## src/rtl/imem_loader.sv

```systemverilog
// rtl/imem_loader.sv - byte-stream program loader for instruction memory
// Receives a 16-bit word count and little-endian words, writing each word while holding the CPU in reset.
module imem_loader #(
  parameter int          MAX_WORDS = 64,
  parameter logic [31:0] ADDR_BASE = 32'h0000_0000
) (
  input  logic        clk,
  input  logic        reset,
  input  logic        rx_valid,
  input  logic [7:0]  rx_data,
  output logic        rx_ready,
  input  logic        load,
  output logic        imem_we,
  output logic [31:0] imem_addr,
  output logic [31:0] imem_wdata,
  output logic        cpu_reset,
  output logic        done,
  output logic        error
);

  typedef enum logic [2:0] {
    CNT0  = 3'd0,
    CNT1  = 3'd1,
    DATA  = 3'd2,
    WRITE = 3'd3,
    DONE  = 3'd4,
    ERROR = 3'd5
  } state_t;

  localparam logic [31:0] MAX_W = 32'(MAX_WORDS);

  state_t      state_q, state_d;
  logic [15:0] n_q, n_d;
  logic [15:0] idx_q, idx_d;
  logic [1:0]  k_q, k_d;
  logic [31:0] word_q, word_d;
  logic [31:0] addr_q, addr_d;
  logic [31:0] wdata_q, wdata_d;
  logic        accept;

  always_ff @(posedge clk or posedge reset) begin
    if (reset) begin
      state_q <= CNT0;
      n_q     <= '0;
      idx_q   <= '0;
      k_q     <= '0;
      word_q  <= '0;
      addr_q  <= '0;
      wdata_q <= '0;
    end else begin
      state_q <= state_d;
      n_q     <= n_d;
      idx_q   <= idx_d;
      k_q     <= k_d;
      word_q  <= word_d;
      addr_q  <= addr_d;
      wdata_q <= wdata_d;
    end
  end

  always_comb begin
    state_d = state_q;
    n_d     = n_q;
    idx_d   = idx_q;
    k_d     = k_q;
    word_d  = word_q;
    addr_d  = addr_q;
    wdata_d = wdata_q;
    accept  = rx_valid && rx_ready;

    case (state_q)
      CNT0: begin
        if (accept) begin
          n_d     = {8'h00, rx_data};
          state_d = CNT1;
        end
      end
      CNT1: begin
        if (accept) begin
          n_d = {rx_data, n_q[7:0]};
          if ({16'h0000, n_d} > MAX_W) state_d = ERROR;
          else if (n_d == 16'h0000)    state_d = DONE;
          else                         state_d = DATA;
        end
      end
      DATA: begin
        if (accept) begin
          word_d[{k_q, 3'b000} +: 8] = rx_data;
          k_d = k_q + 2'd1;
          // Output registers only change on entry to WRITE so they hold between writes.
          if (k_q == 2'd3) begin
            wdata_d = word_d;
            addr_d  = ADDR_BASE + {14'b0, idx_q, 2'b00};
            state_d = WRITE;
          end
        end
      end
      WRITE: begin
        idx_d   = idx_q + 16'd1;
        state_d = (idx_d == n_q) ? DONE : DATA;
      end
      DONE, ERROR: begin
        if (load) begin
          state_d = CNT0;
          n_d     = '0;
          idx_d   = '0;
          k_d     = '0;
        end
      end
      default: state_d = CNT0;
    endcase
  end

  assign rx_ready   = (state_q == CNT0) || (state_q == CNT1) || (state_q == DATA);
  assign imem_we    = (state_q == WRITE);
  assign imem_addr  = addr_q;
  assign imem_wdata = wdata_q;
  assign cpu_reset  = (state_q != DONE);
  assign done       = (state_q == DONE);
  assign error      = (state_q == ERROR);

endmodule

```

## config.mk

```make
export PLATFORM = sky130hd
export DESIGN_NAME = imem_loader
export DESIGN_NICKNAME = d
export VERILOG_FILES = /design/src/rtl/imem_loader.sv
export SDC_FILE = /design/constraint.sdc
export NUM_CORES = 1
export LEC_CHECK = 0
export ABC_AREA = 1
export ABC_CLOCK_PERIOD_IN_PS = 9700
export BUFFER_PORTS_ARGS = -buffer_cell sky130_fd_sc_hd__buf_2
export CORE_MARGIN = 2
export CORE_UTILIZATION = 50
export CTS_CLUSTER_DIAMETER = 100
export DETAILED_ROUTE_END_ITERATION = 10
export PLACE_DENSITY = 0.71
export RECOVER_POWER = 25
export SYNTH_ARGS = -nofsm -noshare
export SYNTH_HDL_FRONTEND = slang
export SYNTH_SLANG_ARGS = --single-unit
```

## constraint.sdc

```tcl
create_clock -name clk -period 9.7 [get_ports clk]
set_clock_uncertainty 0.2 [all_clocks]
set_input_delay 0.485 -clock clk [delete_from_list [all_inputs] [get_ports clk]]
set_output_delay 0.485 -clock clk [all_outputs]
set_load 0.1 [all_outputs]
```

# Word-level counts from Yosys, hierarchy flattened
# Index checks and enable logic that the tools add are counted.
# classes
n_addsub,3
magnitude_cmp,1
n_eq_ne,13
n_shift,2
n_mux,18
bitwise,1
n_reduce_logical,17
# ops
cell,count
two-way mux 16 bit,3
one-hot mux 16 bit (3 select lines),1
bitwise mux 32 bit,1
one-hot mux 16 bit (2 select lines),1
variable shift 8 x 7 -> 32 bit (first input constant),1
indexed part select 8 x 7 -> 32 bit,1
two-way mux 3 bit,8
adder 16 x 1 -> 16 bit (second input constant),1
equality test 16 bit,1
> comparator 16 x 7 -> 1 bit (second input constant),1
zero test 16 bit,1
one-hot mux 3 bit (5 select lines),1
inequality test 2 bit (second input constant),5
AND reduction 4 bit,2
negator 5 -> 7 bit,1
equality test 3 x 2 -> 1 bit (second input constant),2
equality test 3 bit (second input constant),2
AND reduction 3 bit,2
nonzero test 2 bit,3
AND reduction 5 bit,1
two-way mux 2 bit,2
one-hot mux 2 bit (2 select lines),1
AND reduction 2 bit,2
equality test 3 x 1 -> 1 bit (second input constant),1
other kinds (9),10
# word_totals
register_bits,117
output_inout_bits,69

# Logic depth before layout (Yosys ltp)
# Gate-level depths: netlist of run 1.
# logic_depth
depth_word,6
ltp_mapped,16
depth_no_buf,16

# Worst setup path after synthesis of run 1
# No wires, ideal clock.
# synth_timing
path_kind,register to output
from,register state_q[1]
to,output cpu_reset
arrival_time_ps,2843
required_time_ps,9015
setup_slack_ps,6172
path_stages_with_launch,5
n_path_buf,0
path_cell_list,dfrtp_1 -> nor2_1 -> inv_1 -> nor2_1 -> inv_1
# synth_between
elab_chain_cells,1
# synth_rtl
item,line,source
"start, declared",32,"state_t state_q, state_d;"
"start signal, assigned",51,state_q <= state_d;
inequality test 3 bit,118,assign cpu_reset = (state_q != DONE);
"end, declared",16,"output logic cpu_reset,"
# No other way between the ends.

==> results of run 1 <==
==> kinds of logic after synthesis <==
group | after synthesis | synth area share (%)
AND/OR/NAND/NOR | 366 | 26.2
buffers and inverters | 129 | 9.76
AO/OA/AOI/OAI | 127 | 12.2
flip-flops | 117 | 50.3
adder cells (fa/ha/maj) | 7 | 1.50
other | 1 | 0.0644
==> layout by cell type (no fill, tap or decap), types with 2 or more instances in the layout <==
| master | count |
|---|---|
| a21oi_1 | 3 |
| buf_2 | 31 |
| buf_4 | 2 |
| bufinv_16 | 4 |
| clkbuf_1 | 34 |
| clkbuf_16 | 17 |
| clkbuf_8 | 4 |
| clkinv_2 | 6 |
| conb_1 | 16 |
| dfrtp_1 | 117 |
| ha_1 | 7 |
| inv_1 | 81 |
| inv_2 | 4 |
| nand2_1 | 256 |
| nand3_1 | 46 |
| nand4_1 | 20 |
| nor2_1 | 29 |
| nor2_2 | 5 |
| nor3_1 | 2 |
| nor3_2 | 2 |
| nor4_1 | 2 |
| o21ai_0 | 86 |
| o22ai_1 | 33 |
==> worst min-delay path, delay by kind of cell <==
family / cells / cell delay, ns
buffers and inverters: 2 / 0.17
AND/OR/NAND/NOR: 2 / 0.11
==> registers in the layout, summed over array words and instances (netlist names) <==
name	flops
k_q	2
state_q	3
n_q	16
word_q	32
imem_addr	16
idx_q	16
imem_wdata	32
==> cell type report <==
| class | instances | area, um2 |
|---|---|---|
| Tap cell | 143 | 179 |
| Clock buffer | 22 | 484 |
| Clock inverter | 10 | 150 |
| Sequential cell | 117 | 2930 |
| Fill cell | 1064 | 4620 |
| Multi-Input combinational cell | 516 | 2380 |
| Inverter | 86 | 324 |
| Timing Repair Buffer | 67 | 304 |
==> routing by layer <==
layer | global-route usage (%) | vias to the layer above | part of all wire (%) | routed length, um
li1 | - | 2506 | - | -
met1 | 31.7 | 2310 | 45 | 6220
met3 | 5.33 | 28 | 5.3 | 732
met2 | 37.3 | 157 | 47 | 6560
met5 | 0 | - | 0 | 0
met4 | 9.71 | 0 | 2.4 | 335
==> power groups by stage <==
stage | combinational (mW) | sequential (mW) | clock [mW]
after CTS | 1.02 | 0.733 | 0.675
final | 1.01 | 0.735 | 0.668
after detailed placement | 1.01 | 0.738 | 0
after floorplan | 0.558 | 1.01 | 0
after global placement | 0.993 | 0.733 | 0
after global routing | 1.11 | 0.755 | 0.698
==> through the flow <==
step                      total power [mW]  setup slack, ns  utilization (%)  instances
after CTS                             2.42             7.01             59.8        961
after global routing                  2.56             6.34             59.4        961
after floorplan                       1.57             5.91                -        762
final                                 2.41             6.81             59.4        961
after detailed placement              1.75             7.16             54.1        928
after global placement                1.73             7.27             54.1        928
==> worst paths after layout <==
| path | from | end | slack (ns) | cells after the start |
|---|---|---|---|---|
| max reg2reg | k_q[0]$_DFFE_PP0P_ | word_q[13]$_DFFE_PP0P_ | 7.15 | 8 |
| min reg2reg | imem_wdata[6]$_DFFE_PP0P_ | imem_wdata[6]$_DFFE_PP0P_ | 0.27 | 2 |
| min in group asynchronous | reset | imem_addr[17]$_DFFE_PP0P_ | 0.81 | 3 |
| min | load | state_q[2]$_DFFE_PP0P_ | 0.19 | 4 |
| max in group clk | state_q[1]$_DFFE_PP0P_ | imem_we | 7.01 | 3 |
| max | reset | word_q[3]$_DFFE_PP0P_ | 6.81 | 4 |
==> what timing repair did <==
item                                   in CTS  in global routing
setup buffers                               0                  0
endpoints found under the hold margin      36                  0
hold buffers                                1                  0
==> impl_metrics.tcl, run 1 <==
set metrics [dict create \
    run_status "finished, violations left" \
    violations "capacitance limit, slew limit" \
    clk_latency_ns 0.42 \
    place_congestion 0.861 \
    drt_wl_total_um 13900 \
    start_util_pct 51.2 \
    ys_top_cells_by_count "256 x nand2_1, 117 x dfrtp_1, 86 x o21ai_0" \
    track_usage_pct 23.6 \
    drtIter0Drc 292 \
    slew-limit-headroom_pct -10.6 \
    dieWidth_um 112 \
    cts_htree_levels 4 \
    crit_path_start_kind "input port" \
    clk_path_buf_depth 2 \
    crit_type "input port to async pin" \
    area_growth_pct 15.9 \
    hold_violations 0 \
    postCtsResizedCells 0 \
    worst_pin_slew_ns 1.65 \
    cts_tree "yes" \
    p_sw_share_pct 45.4 \
    crit_family "buffers and inverters" \
    ys_types 31 \
    root_buffer "clkbuf_16" \
    portBuffers 64 \
    wl_per_cell_um 14.4 \
    clkPwrFrac_pct 27.7 \
    pwr-share-comb_pct 41.8 \
    final_area_um2 6750 \
    synth_top_cell_by_area "dfrtp_1" \
    synthFlopType "dfrtp_1" \
    final.setup.tns_ns 0 \
    max_freq_mhz 346 \
    synth-async-reset-ratio_pct 100 \
    synth_edf_count 0 \
    ios 81 \
    grt_pass1_vias 4858 \
    path_cells "dlygate4sd3_1, buf_2, clkinvlp_2, buf_4" \
    die_h_um 112 \
    setup_viol 0 \
    seqPwrFrac_pct 30.5 \
    finalCritPeriodShare_pct 29.8 \
    post_dp_cell_area_um2 6150 \
    core_um2 11400 \
    vias_per_cell 5.20 \
    cpPeakStageDelay_ns 0.94 \
    overflow 0 \
    hold_path.class "input port to flip-flop" \
    antenna_cells 0 \
    critPathMaxFanout 81 \
    clock-sinks 117 \
    drtAntennaViolNets 0 \
    die-area_um2 12500 \
    cts_made_buffers 17 \
    grt_setup_unrepaired "no" \
    crit_slowest_cell "clkinvlp_2" \
    synthesis.area_um2 5820 \
    vias 5001 \
    end_kind "async pin" \
    antenna_found_initial 0 \
    cp.required_ns 9.89 \
    dr.pass1.iters 5 \
    vdd_ir_drop_max_uv 168 \
    cp.arrival_ns 3.08 \
    synth_top_area_share_pct 50.3 \
    yosysMostFrequentCell "nand2_1" \
    dp_hpwl_um 9640 \
    drc 0 \
    synth_area_leaders "dfrtp_1 50%, nand2_1 17%, o21ai_0 7.4%, inv_1 5.3%, nand3_1 4.0%" \
    yosys_warnings 0 \
    whs_ns 0.192 \
    ys_ff_latch 117 \
    p_switching_mw 1.09 \
    grt_max_degree 82 \
    ys_seq_area_share_pct 50.3 \
    syn_inst 747 \
    drive_above_1_share_pct 9.66 \
    maxCapViolCount 1 \
    critPathBufInv 4 \
    path_clk_slew_ns 0.05 \
    nNetsFinal 824 \
    synth.avg_cell_area_um2 7.80 \
    drv_slew 38 \
    internal_power_mw 1.31 \
    power_density_nw_per_um2 357 \
    p_leak_nw 3.36 \
    rows 39 \
    grt_pass1_wl_um 23600 \
    min_period_ns 2.89 \
]
Note: power is estimated with default switching activity, not from simulation.
==> run 2, diff against run 1 <==
Settings changed: ABC_AREA 1 to 0, ABC_CLOCK_PERIOD_IN_PS 9700 to 2700.
Clock period 9.7 ns to 2.7 ns, I/O delays scaled along.
==> run 2 against run 1 <==
  * The flow still finishes with violations (capacitance limit, slew limit)
  * Area after synthesis is 0.52% higher
  * Via count down 5.5%
  * Setup slack lost 6.6 ns
  * Sequential share of layout area is 1.4 points lower
  * Combinational power grew to 4.4 times the previous value
  * Non-clock buffer count increased by 30
  * Register-to-register slack worse by 7.0 ns
  * First-iteration DRC count is 13% higher
  * Routed wire length is 2.0% lower
  * Largest cell class unchanged
  * Largest power group unchanged
  * Highest routed layer unchanged
==> impl_metrics.tcl, run 2 <==
set metrics [dict create \
    cts_tree "yes" \
    vias_per_cell 5.67 \
    clk_path_buf_depth 2 \
    final_cell_mix "117 x dfrtp_1, 72 x nand2_1, 68 x o21ai_0, 62 x buf_2, 41 x a21oi_1" \
    setup_viol 0 \
    hold_path.class "flip-flop to flip-flop" \
    drc 0 \
    crit_family "compound AO/OA/AOI/OAI gates" \
    core_um2 11400 \
    synth-async-reset-ratio_pct 100 \
    synth_top_area_share_pct 50.0 \
    nNetsFinal 697 \
    violations "capacitance limit, slew limit" \
    cpPeakStageDelay_ns 0.48 \
    critPathMaxFanout 8 \
    yosys_warnings 0 \
    pwr-share-comb_pct 47.2 \
    path_cells "ha_1, and4_1, a311o_1, a31oi_1, o31ai_1, nor4_2, a31oi_1" \
    grt_pass1_wl_um 22400 \
    end_kind "flip-flop" \
    antenna_cells 0 \
    die-area_um2 12600 \
    max_freq_mhz 394 \
    crit_slowest_cell "dfrtp_1" \
    portBuffers 64 \
    ff2ff_setup_slack_ns 0.16 \
    p_sw_share_pct 48.8 \
    p_leak_nw 3.29 \
    worst_pin_slew_ns 1.75 \
    path_clk_slew_ns 0.05 \
    area_growth_pct 19.1 \
    cp.required_ns 2.76 \
    vias 4724 \
    maxCapViolCount 1 \
    yosysMostFrequentCell "dfrtp_1" \
    synth.avg_cell_area_um2 9.61 \
    final_util_pct 61.1 \
    dieWidth_um 112 \
    min_period_ns 2.54 \
    syn_inst 609 \
    clk_latency_ns 0.41 \
    crit_path_frequent_cell "a31oi_1" \
    power_density_nw_per_um2 1370 \
    vdd_ir_drop_max_uv 1130 \
    slew-limit-headroom_pct -16.4 \
    synth_area_leaders "dfrtp_1 50%, o21ai_0 5.8%, a22o_1 5.4%, nand2_1 4.7%, nor2b_1 4.3%" \
    start_util_pct 51.3 \
    p_switching_mw 4.65 \
    ys_seq_area_share_pct 50.0 \
    seqPwrFrac_pct 29.9 \
    drtAntennaViolNets 0 \
    final.setup.tns_ns 0 \
    drt_wl_total_um 13600 \
    drtIter0Drc 331 \
    dp_hpwl_um 9100 \
    clkPwrFrac_pct 23.0 \
    grt_max_degree 72 \
    cp.arrival_ns 2.60 \
    synth_edf_count 0 \
    fillers 974 \
    wl_per_cell_um 16.3 \
    drv_slew 72 \
    clock-sinks 117 \
    track_usage_pct 22.6 \
    die_h_um 112 \
    dr.pass1.iters 5 \
    rows 39 \
    drive_above_1_share_pct 20.3 \
    place_congestion 0.888 \
    ios 81 \
    finalCritPeriodShare_pct 93.9 \
    cts_made_buffers 17 \
    cts_htree_levels 4 \
    synth_top_cell_by_area "dfrtp_1" \
    ys_types 57 \
    internal_power_mw 4.88 \
    synthesis.area_um2 5850 \
    crit_type "flip-flop to flip-flop" \
    root_buffer "clkbuf_16" \
    synthFlopType "dfrtp_1" \
    hold_violations 0 \
    run_status "finished, violations left" \
    ys_top_cells_by_count "117 x dfrtp_1, 73 x nand2_1, 68 x o21ai_0" \
    grt_setup_unrepaired "no" \
    crit_path_start_kind "flip-flop" \
    grt_pass1_vias 4444 \
    layout_commonest_cell "dfrtp_1" \
    overflow 0 \
    critPathBufInv 0 \
    antenna_found_initial 0 \
    ys_ff_latch 117 \
]
run 2: cell count changes after synthesis, moves of 20 or more:
cell      before  now
nand2_1      256   73
inv_1         82   17
nor2b_1        0   40
a21oi_1        2   41
a22o_1         0   36
o22ai_1       33    1
nand3_1       46   19
clkbuf_1      13   33
run 2: worst register-to-register path: cells and delay by family, from the launching register on:
family | cells | cell delay [ns]
AOI/OAI and AO/OA | 4 | 0.80
and+or+nand+nor | 2 | 0.63
DFF | 1 | 0.48
adders and majority gates | 1 | 0.28
run 2: power by group through the flow:
stage,sequential (mW),clock [mW],combinational (mW)
floorplan,4.84,0,1.73
global placement,2.83,0,4.43
detailed placement,2.85,0,4.49
CTS,2.84,2.24,4.52
global route,2.93,2.32,4.75
finish,2.84,2.19,4.49
run 2: cell families (layout without fill, tap and decap cells):
group / Yosys count / after routing / synth area share, %
mux: 15 / 15 / 2.86
simple gates: 189 / 189 / 16.9
buf+inv: 81 / 147 / 6.54
fa+ha+maj: 7 / 7 / 1.50
compound gates: 179 / 179 / 19.1
flops: 117 / 117 / 50.0
other cells: 1 / 16 / 0.0641
xor+xnor: 20 / 20 / 2.99
run 2: final timing paths:
| check | startpoint | endpoint | depth (start not counted) |
|---|---|---|---|
| min | imem_addr[15]$_DFFE_PP0P_ | imem_addr[15]$_DFFE_PP0P_ | 2 |
| max reg2reg | idx_q[0]$_DFFE_PP0P_ | state_q[1]$_DFFE_PP0P_ | 7 |
| max | idx_q[0]$_DFFE_PP0P_ | state_q[1]$_DFFE_PP0P_ | 7 |
| max in group asynchronous | reset | state_q[2]$_DFFE_PP0P_ | 4 |
| min reg2reg | imem_addr[15]$_DFFE_PP0P_ | imem_addr[15]$_DFFE_PP0P_ | 2 |
| min in group asynchronous | reset | imem_wdata[22]$_DFFE_PP0P_ | 4 |
run 2: per-stage QoR:
step                cells  setup WS, ns  cell area (um2)  power (mW)  hold WS [ns]
finish                833         0.164             6970        9.52         0.277
global route          833        0.0585             6970        10.0         0.304
CTS                   830        0.0929             6950        9.59         0.271
detailed placement    788         0.106             6260        7.34         0.172
global placement      788         0.302             6260        7.26         0.140
floorplan             624        0.0580             5910        6.57         0.138
run 2: layout make-up:
type / instances / area, um2 / area share [%]
well taps: 143 / 179 / 2.57
clock buffers: 22 / 484 / 6.95
repair buffers: 97 / 601 / 8.61
inverters: 19 / 75.1 / 1.08
multi-input cells: 426 / 2600 / 37.3
clock inverters: 9 / 101 / 1.45
flip-flops and latches: 117 / 2930 / 42.0
run 2: metal layers:
metal	GRT usage (%)	wire, um	vias up
met5	0	0	-
met4	9.43	319	0
met3	6.37	665	21
met2	35.3	6520	155
met1	29.8	6080	2309
li1	-	-	2239
run 2: what timing repair did:
action | CTS | global route
setup endpoints to repair | 0 | 10
endpoints found under the hold margin | 177 | 0
resized for setup | 0 | 1
buffers inserted | 0 | 3
hold buffers | 11 | 0
